## src/rtl/bm_dag3_log_rx.sv

```systemverilog
// Symbol receiver: packs BITS-wide symbols into W-bit words and queues
// them in a DEPTH-word FIFO with a registered pop port and parity.
module bm_dag3_log_rx #(
    parameter int BITS  = 2,
    parameter int SYMS  = 4,
    parameter int DEPTH = 4,
    localparam int W    = BITS * SYMS,
    localparam int AW   = (DEPTH > 1) ? $clog2(DEPTH) : 1,
    localparam int CW   = $clog2(DEPTH) + 1,
    localparam int IW   = (SYMS > 1) ? $clog2(SYMS) : 1
) (
    input  logic            clock,
    input  logic            resetn,
    input  logic [BITS-1:0] sym_in,
    input  logic            sym_valid,
    input  logic            rd_en,
    output logic [W-1:0]    word_out,
    output logic            word_valid,
    output logic            word_par,
    output logic            full,
    output logic            empty,
    output logic [CW-1:0]   count,
    output logic            overflow
);

    logic [IW-1:0] idx_q, idx_d;
    logic [W-1:0]  buf_q, buf_d;
    logic [AW-1:0] wr_ptr_q, wr_ptr_d;
    logic [AW-1:0] rd_ptr_q, rd_ptr_d;
    logic [CW-1:0] cnt_q, cnt_d;
    logic [W-1:0]  out_q, out_d;
    logic          par_q, par_d;
    logic          vld_q, vld_d;
    logic          ovf_q, ovf_d;
    logic [W-1:0]  mem_q [DEPTH];

    logic [W-1:0]  merged;
    logic          word_done;
    logic          pop;
    logic          push;
    logic          drop;
    logic          full_w;
    logic          empty_w;

    assign full_w  = (cnt_q == CW'(DEPTH));
    assign empty_w = (cnt_q == '0);

    // Current buffer with the incoming symbol dropped into its slot
    always_comb begin
        merged = buf_q;
        for (int s = 0; s < SYMS; s++) begin
            if (idx_q == IW'(s)) begin
                merged[s*BITS +: BITS] = sym_in;
            end
        end
    end

    assign word_done = sym_valid && (idx_q == IW'(SYMS - 1));
    assign pop       = rd_en && !empty_w;
    assign push      = word_done && (!full_w || pop);
    assign drop      = word_done && !push;

    always_comb begin
        idx_d = idx_q;
        buf_d = buf_q;
        if (sym_valid) begin
            buf_d = merged;
            if (idx_q == IW'(SYMS - 1)) begin
                idx_d = '0;
            end else begin
                idx_d = idx_q + IW'(1);
            end
        end
    end

    always_comb begin
        wr_ptr_d = wr_ptr_q;
        rd_ptr_d = rd_ptr_q;
        cnt_d    = cnt_q;
        out_d    = out_q;
        par_d    = par_q;
        vld_d    = 1'b0;
        ovf_d    = ovf_q | drop;
        if (push) begin
            wr_ptr_d = wr_ptr_q + AW'(1);
        end
        if (pop) begin
            rd_ptr_d = rd_ptr_q + AW'(1);
            out_d    = mem_q[rd_ptr_q];
            par_d    = ^mem_q[rd_ptr_q];
            vld_d    = 1'b1;
        end
        unique case ({push, pop})
            2'b10:   cnt_d = cnt_q + CW'(1);
            2'b01:   cnt_d = cnt_q - CW'(1);
            default: cnt_d = cnt_q;
        endcase
    end

    always_ff @(posedge clock or negedge resetn) begin
        if (!resetn) begin
            idx_q    <= '0;
            buf_q    <= '0;
            wr_ptr_q <= '0;
            rd_ptr_q <= '0;
            cnt_q    <= '0;
            out_q    <= '0;
            par_q    <= 1'b0;
            vld_q    <= 1'b0;
            ovf_q    <= 1'b0;
        end else begin
            idx_q    <= idx_d;
            buf_q    <= buf_d;
            wr_ptr_q <= wr_ptr_d;
            rd_ptr_q <= rd_ptr_d;
            cnt_q    <= cnt_d;
            out_q    <= out_d;
            par_q    <= par_d;
            vld_q    <= vld_d;
            ovf_q    <= ovf_d;
        end
    end

    // Storage is never read before written, so it carries no reset
    always_ff @(posedge clock) begin
        if (push) begin
            mem_q[wr_ptr_q] <= merged;
        end
    end

    assign word_out   = out_q;
    assign word_par   = par_q;
    assign word_valid = vld_q;
    assign full       = full_w;
    assign empty      = empty_w;
    assign count      = cnt_q;
    assign overflow   = ovf_q;

endmodule
```

## config.mk

```make
export PLATFORM = sky130hd
export DESIGN_NAME = bm_dag3_log_rx
export DESIGN_NICKNAME = d
export VERILOG_FILES = /design/src/rtl/bm_dag3_log_rx.sv
export SDC_FILE = /design/constraint.sdc
export NUM_CORES = 1
export LEC_CHECK = 0
export BUFFER_PORTS_ARGS = -buffer_cell sky130_fd_sc_hd__buf_2
export CAP_MARGIN = 20
export CORE_MARGIN = 5
export CORE_UTILIZATION = 52
export DETAILED_ROUTE_END_ITERATION = 12
export GPL_ROUTABILITY_DRIVEN = 0
export GPL_TIMING_DRIVEN = 0
export MAX_ROUTING_LAYER = met4
export PLACE_DENSITY = 0.72
export SLEW_MARGIN = 20
export SYNTH_ARGS = -nofsm -noshare
export SYNTH_HDL_FRONTEND = slang
export SYNTH_SLANG_ARGS = --single-unit
```

## constraint.sdc

```tcl
create_clock -name clock -period 1.8 [get_ports clock]
set_input_delay 0.27 -clock clock [delete_from_list [all_inputs] [get_ports clock]]
set_output_delay 0.27 -clock clock [all_outputs]
set_load 0.05 [all_outputs]
```

## After elaboration in Yosys (flattened, before gate mapping)

Memories as Yosys holds them, arrays and structs flattened.
Cells that the tools add are included.

- Equality and inequality tests: 6
- Reductions and logical operators: 12
- $add $sub $neg: 5
- Muxes and demuxes: 9
- Bitwise gates (word level): 1

Operators by type and width:

| operator | count |
|---|---|
| $mux 2 | 5 |
| $reduce_xor 8->1 | 1 |
| $add 2x1->2 const B | 3 |
| $eq 2x2->1 const B | 3 |
| $pmux 3 s2 | 1 |
| $eq 2x1->1 const B | 2 |
| $logic_and 1x1->1 | 4 |
| $add 3x1->3 const B | 1 |
| $eq 3x3->1 const B | 1 |
| $logic_not 1->1 | 3 |
| $logic_not 3->1 | 1 |
| $mux 1 | 3 |
| $sub 3x1->3 const B | 1 |
| $logic_not 2->1 | 1 |
| $reduce_bool 2->1 | 1 |
| $logic_or 1x1->1 | 1 |
| $or 1x1->1 | 1 |

- RAM bits: 32
- Output and inout bits: 16
- Memories: 1
- Word-level logic and storage cells: 43
- Input bits: 6
- Bits in registers: 28

Memories:

| name | depth | bits a word | read ports | clocked after Yosys merged registers in | wr ports | line | text |
|---|---|---|---|---|---|---|---|
| mem_q | 4 | 8 | 1 | 0 | 1 | 35 | `logic [W-1:0] mem_q [DEPTH];` |

## Longest topological paths before layout

Gate-level depths: netlist (run 1).

- Depth in word-level cells: 8
- Depth in mapped cells: 11
- Gate-level depth less buffers: 11

## Least setup slack after synthesis (run 1)

OpenSTA, ideal clock, no wires.

- Path kind: register -> register
- Start point: register cnt_q[0] (netlist: count[0])
- End point: register cnt_q[2] (netlist: count[2])
- Path buffers: 0
- Data arrival time: 2.966 ns
- Setup slack: -1.310 ns
- Library setup time: 0.145 ns
- Stages on the path, launching flop included: 10
- Clock period less this slack: 3.110 ns
- Data required time: 1.655 ns
- Cells stage by stage: dfrtp_1 > nor3_1 > nand2b_1 > inv_2 > ha_1 > inv_1 > fa_1 > xor2_1 > nor2_1 > xor2_1

- Word-level cells in the longest chain between the ends: 7
- Elaborated cells between the ends (all ways): 13
- Classes of those cells: 2 x add/sub; 3 x eq/ne; 1 x mux; 7 x reduce/logical

Ends and longest elaborated chain:

| item | line | text |
|---|---|---|
| from (decl) | 30 | `logic [CW-1:0] cnt_q, cnt_d;` |
| from (signal assigned) | 116 | `cnt_q <= cnt_d;` |
| $logic_not 3->1 (*) | 46 | `assign empty_w = (cnt_q == '0);` |
| net empty | 21 | `output logic empty,` |
| $logic_not 1->1 (*) | 59 | `assign pop = rd_en && !empty_w;` |
| $logic_and 1x1->1 (*) | 59 |  |
| net pop | 39 | `logic pop;` |
| $logic_or 1x1->1 | 60 | `assign push = word_done && (!full_w \|\| pop);` |
| $logic_and 1x1->1 | 60 |  |
| $eq 2x1->1 / $eq 2x2->1 (equally long branches) | 93 | `unique case ({push, pop})` |
| $pmux 3 s2 / $reduce_bool 2->1 (equally long branches) | n/a |  |

The timed path passes the listed nets; every way through them passes the cells marked *.
A chain may end at the register's enable or synchronous reset.

## Worst setup path in the final report (run 1)

- Start point: register cnt_q[0] (netlist: count[0])
- End point: register cnt_q[2] (netlist: count[2])

- Word-level cells in the longest chain between the ends: 7
- Elaborated cells between the ends (all ways): 13
- Classes of those cells: 2 x add/sub; 3 x eq/ne; 1 x mux; 7 x reduce/logical

Ends and longest elaborated chain:

| item | line |
|---|---|
| $logic_not 3->1 | 46 |
| $logic_not 1->1 | 59 |
| $logic_and 1x1->1 | 59 |
| $logic_or 1x1->1 | 60 |
| $logic_and 1x1->1 | 60 |
| $eq 2x1->1 / $eq 2x2->1 (equally long branches) | 93 |
| $pmux 3 s2 / $reduce_bool 2->1 (equally long branches) | n/a |

Several ways; a longest one is shown, not always the timed one.

==> run metrics, run 1 <==
synth top area cells edfxtp_1, dfrtp_1, mux2_2, mux4_2, ha_1; Worst EP arrival between 2 and 2.5 ns; Worst Clk Skew 0.01092 ns; clock buffer count from CTS 9; n_diodes 0; Final Worst Setup Slack -0.1342 ns; htree depth 3; Syn Area/Cell 17.02 sq um; Boundary Pins 22; critical path type reg2reg; Overflow after GRT 0; most common cell in the synthesized netlist edfxtp_1; Skew-Pair Late Insertion Delay 0.33 ns; R2R setup slack -0.13 ns; CP max stage cell dfrtp_2; Hold Path Origin sym_valid; top post-synthesis cells by count edfxtp_1, dfrtp_1, mux2_2, xnor2_1, ha_1; Die Y 79.84 microns; wire per inst 16.32 microns; Worst setup EP type flop; Worst-path clk slew approximately 0.07 ns; # setup viols final 2; IO buf count 21; GR peak layer met2; Syn. warnings 0; failing checks setup timing; die area 6374 sq um; Final ANT Viol Nets 0; Root Buffer clkbuf_8; Tcrit/Tclk final 107.5%; Leak approximately 1.3 nW; layout cells sized above 1 55.05%; Async S/R FF share, synth a little under half; core area approximately 4700 sq um; Tot GR Track Use roughly 17%; Post-layout nets 209; GRT met1 Usage approximately a fifth; number of global-route vias before repair around 1,400; total chip power 6.213 mW; Cell variety after synth 24; CP Max Fanout 2; CP peak stage delay 0.42 ns; VDD IR-drop max 0.9193 mV; M3 GR Usage 5.418%; min-delay worst type in2reg; P per Cell Area 1977 nW/um^2; final WL 4326 microns; DRT Pass-1 Iters 4; largest net degree at the start of global routing 29; DP Wirelength 2891 microns; RR Startpoint count[0]$_DFFE_PN0P_; number of hold violations in the final report 0; unrepaired setup endpoints after global routing true; Primary FF master, synth edfxtp_1; Final min period between 1.5 and 2 ns; DRT iter0 DRCs 72; flops & latches, synth 60; fin util 66.52%; top cell type's share of synthesized area 37.89%; Setup crit start kind flop; Die X 79.84 microns; Tightest Pin Transition 0.6426 ns; Cell Area, Synth 2536 sq um; critical path's most frequent cell inv_2; initial antenna violation count 0; post-synth net total 165; met2 Track Usage GR 25.71%; CP Cell Sequence inv_2 > and3_4 > nor2b_4 > nor2_4 > inv_2 > ha_4 > inv_2 > fa_2 > xor2_1 > nor2_1 > xor2_1; DRC viols 0; # clock sinks 60; Initial Utilization 53.70%; Clock Path Buffers 2; post-synth top area cell edfxtp_1; first-pass GRT wire length between 7000 and 8000 microns; via count 1,325; Post-Syn Instances 149; CP required 2.05 ns; CTS tree done; fmax ~520 MHz; post-synthesis sequential area ratio 65.52%; vias per cell 5.000; CP Launch Point count[0]$_DFFE_PN0P_; Rows 25; Max-Cap Viols 0; relative slew slack 57.16%; EDFF count, synth 32; Area Growth Syn to Fin 23.88%; status finished with violations; Slew Viols, Final 0
## cells in the final DEF (no fill, tap or decap), types with 2 or more instances in the layout
cell type / netlist / layout
mux4_2: 8 / 8
and2_2: 0 / 4
o21ai_0: 2 / 2
clkbuf_1: 1 / 2
inv_1: 8 / 4
dfrtp_1: 28 / 24
ha_1: 9 / 7
xnor2_2: 0 / 4
nand2_1: 5 / 4
clkbuf_8: 0 / 10
mux2_2: 25 / 25
buf_2: 0 / 21
edfxtp_1: 32 / 32
xnor2_1: 11 / 7
xor2_1: 2 / 2
dfrtp_2: 0 / 4
buf_4: 0 / 10
inv_2: 1 / 4
nor2_1: 3 / 2
clkinv_2: 0 / 3
## metal layers
metal,up-vias,share of wire [%]
li1,624,-
met1,666,43
met2,29,51
met3,6,4.6
met4,0,1.2
met5,-,0
## per-stage QoR
step / std cells / worst slack, ns / hold slack, ns / area [sq um] / TNS (ns)
after global placement: 237 / -0.2193 / 0.3208 / 2788 / -0.6960
after detailed placement: 237 / -0.2710 / 0.3344 / 2788 / -2.016
final: 265 / -0.1342 / 0.2335 / 3142 / -0.1694
after floorplan: 149 / -0.4366 / -0.02559 / 2599 / -0.9276
after global routing: 265 / -0.2580 / 0.2230 / 3142 / -0.4554
after CTS: 264 / -0.1445 / 0.2158 / 3126 / -0.2034
## registers in the layout, indices dropped and copies added, names as in the netlist, 2 cells and up
signal    count
buf_q         8
mem_q        32
word_out      8
rd_ptr_q      2
wr_ptr_q      2
count         3
idx_q         2
## power by group
group | switching (mW) | total [mW] | internal, mW
Sequential | 0.206 | 2.17 | 1.97
Clock | 0.499 | 1.11 | 0.614
Combinational | 1.63 | 2.93 | 1.30
## path summary, 6_finish.rpt
path | depth (start not counted) | endpoint
max | 11 | count[2]$_DFFE_PN0P_
min | 2 | buf_q[3]$_DFFE_PN0P_
max reg2reg | 11 | count[2]$_DFFE_PN0P_
min reg2reg | 1 | overflow$_DFF_PN0_
max in group asynchronous | 2 | count[2]$_DFFE_PN0P_
min in group asynchronous | 2 | word_out[2]$_DFFE_PN0P_
## area by class of cell
class,instances,area [sq um]
buffer,3,23.77
clock buffer,12,166.4
clock inverter,4,22.52
fill,341,1582
inverter,9,46.29
multi-input combinational,77,914.6
sequential,60,1667
tap,67,83.83
timing repair buffer,33,217.7
## cell families after synthesis
family,count (synthesis),synth area share (%)
AOI/OAI and AO/OA,4,0.9372
xor gates and xnor gates,13,4.489
adders and majority gates,10,5.230
buffers and inverters,12,2.121
DFF,60,65.52
muxes,34,18.60
and+or+nand+nor,16,3.108
## worst max-delay path: cells and delay by family (launching register included)
| kind | cells | cell delay [ns] |
|---|---|---|
| xor+xnor | 2 | 0.30 |
| fa+ha+maj | 2 | 0.45 |
| simple gates | 4 | 0.54 |
| flops | 1 | 0.42 |
| buf+inv | 3 | 0.15 |
## timing repair
item,CTS,global route
hold endpoints to repair,28,0
setup buffers,9,1
resized for setup,12,3
gates cloned,1,0
pin swaps,8,8
setup endpoints to repair,35,11
hold buffers,1,0
(Power assumes the default switching activity.)
==> inputs of run 2 (changes only) <==
--- a/constraint.sdc
+++ b/constraint.sdc
@@ -3,2 +3,2 @@
 set_output_delay 0.27 -clock clock [all_outputs]
-set_load 0.05 [all_outputs]
+set_load 0.02 [all_outputs]
==> run 2 against run 1 <==
  * The run still ends with setup timing left
  * Non-clock buffer count increased by 3
  * Die area stayed put
  * Core utilization is 0.053 points higher
  * Largest cell class unchanged
  * Largest power group unchanged
==> run metrics, run 2 (synthesis results as in run 1) <==
fin util 66.57% (about the same); Die Y 79.84 microns (unchanged); Worst Clk Skew 0.006641 ns (-0.004274 ns); Tcrit/Tclk final 109.7% (+2.2 points); CP required 2.05 ns (about the same); Die X 79.84 microns (unchanged); Worst EP arrival 2.22 ns (+0.03 ns); Tightest Pin Transition 0.6073 ns (-0.03531 ns); Root Buffer clkbuf_8; largest net degree at the start of global routing 29 (unchanged); clock buffer count from CTS 9 (unchanged); DRT iter0 DRCs 59 (-18%); Hold Path Origin sym_valid; DRC viols 0 (unchanged); unrepaired setup endpoints after global routing true; layout cells sized above 1 54.23% (-0.82 points); Worst Hold Path EP buf_q[3]$_DFFE_PN0P_; CTS tree done; commonest non-fill, non-tap cell in the layout edfxtp_1; Area Growth Syn to Fin 23.98% (about the same); Final Worst Setup Slack -0.1738 ns (-0.03968 ns); Final min period 1.974 ns (+0.03968 ns); Final ANT Viol Nets 0 (unchanged); htree depth 3 (unchanged); most frequent cells in the layout edfxtp_1, mux2_2, dfrtp_1; number of global-route vias before repair 1,450 (+1.6%); Largest Register mem_q; VDD IR-drop max 0.7624 mV (-17%); RR Startpoint count[0]$_DFFE_PN0P_; first-pass GRT wire length 7107 microns (-2.1%); fmax 506.6 MHz (-2.0%); Largest register FFs 32 (unchanged); Slew Viols, Final 0 (unchanged); Post-layout nets 212 (+1.4%); P per Cell Area 1844 nW/um^2 (-6.7%); WHS Path Cells 2 (unchanged); initial antenna violation count 0 (unchanged); Worst Reg-to-Reg Cells 11 (unchanged); core area 4723 sq um (unchanged); # setup viols final 3 (+1); Max-Cap Viols 0 (unchanged); fill count 319 (-6.5%); Leak 1.268 nW (+0.55%); Tot GR Track Use 15.91% (-0.71 points); n_diodes 0 (unchanged); Setup TNS Final -0.2749 ns (-0.1055 ns); Boundary Pins 22 (unchanged); Worst setup EP type flop; Overflow after GRT 0 (unchanged); critical path type reg2reg; relative slew slack 59.51% (+2.4 points); status finished with violations; Skew-Pair Late Insertion Delay 0.33 ns (about the same); Initial Utilization 53.70% (unchanged); Clock Path Buffers 2 (unchanged); r2r endpoint count[2]$_DFFE_PN0P_; failing checks setup timing; min-delay worst type in2reg; Setup crit start kind flop; final WL 4309 microns (-0.39%); wire per inst 16.08 microns (-1.5%); via count 1,341 (+1.2%); # clock sinks 60 (unchanged); worst hold slack 0.2454 ns (+0.01183 ns); die area 6374 sq um (unchanged); Rows 25 (unchanged); CP Max Fanout 4 (+2); Worst-path clk slew 0.06 ns (about the same); number of hold violations in the final report 0 (unchanged); DP Wirelength 2802 microns (-3.1%); R2R setup slack -0.17 ns (-0.04 ns); vias per cell 5.004 (about the same); DRT Pass-1 Iters 3 (-1); IO buf count 21 (unchanged)
## run 2: changes by cell type in the layout (fill, tap and decap cells not counted), sizes merged
cell | before | now
buf | 33 | 36
clkbuf | 14 | 17
clkinv | 4 | 1
clkinvlp | 1 | 0
inv | 8 | 9
## run 2: worst max path at each step
| stage | to | from | slack, ns |
|---|---|---|---|
| 6_report | count[2]$_DFFE_PN0P_ | count[0]$_DFFE_PN0P_ | -0.17 |
| 5_1_grt | count[2]$_DFFE_PN0P_ | count[0]$_DFFE_PN0P_ | -0.28 |
| 4_1_cts | count[2]$_DFFE_PN0P_ | count[0]$_DFFE_PN0P_ | -0.18 |
| 3_5_place_dp | count[2]$_DFFE_PN0P_ | count[0]$_DFFE_PN0P_ | -0.28 |
| 3_3_place_gp | count[2]$_DFFE_PN0P_ | count[0]$_DFFE_PN0P_ | -0.23 |
| 2_1_floorplan | count[2]$_DFFE_PN0P_ | count[0]$_DFFE_PN0P_ | -0.26 |
## run 2: per-stage QoR
step	total power, mW	cell area [sq um]	setup WS [ns]	std cells
after floorplan	3.829	2579	-0.2604	149
after global placement	4.245	2768	-0.2327	237
after detailed placement	4.373	2768	-0.2831	237
after CTS	5.798	3112	-0.1802	265
after global routing	6.181	3144	-0.2763	268
final	5.798	3144	-0.1738	268
## run 2: final cells by class
type / count / area, sq um / area share [%]
clock buffer: 15 / 176.4 / 5.611
timing repair buffer: 36 / 232.7 / 7.401
sequential: 60 / 1667 / 53.00
clock inverter: 1 / 5.005 / 0.1592
inverter: 9 / 41.29 / 1.313
multi-input combinational: 77 / 914.6 / 29.09
tap: 67 / 83.83 / 2.666
buffer: 3 / 23.77 / 0.7561
## run 2: per-layer routing
metal	track usage, %	vias to the layer above	wire length [microns]
met5	-	-	0
met4	8.784	0	93
met3	4.063	11	157
met2	25.54	22	2299
met1	18.32	676	1759
li1	-	632	-
## run 2: repair_timing
item	CTS	global route
endpoints found under the setup margin	35	27
buffers inserted	10	4
cloned	1	0
endpoints found under the hold margin	28	0
resized for setup	12	8
pin swaps	8	9
hold buffers	1	0
## run 2: where the power goes
group | internal (mW) | switching, mW
clock network | 0.612 | 0.462
registers | 1.97 | 0.209
logic | 1.31 | 1.24
total | 3.89 | 1.91
## run 2: worst max-delay path, cell delays in order, from the launching register on
cell     delay [ns]
dfrtp_2        0.43
inv_2          0.07
and3_4         0.18
nor2b_4        0.18
nor2_4         0.05
inv_2          0.06
ha_4           0.13
inv_2          0.04
fa_2           0.35
xor2_1         0.15
nor2_1         0.12
xor2_1         0.14
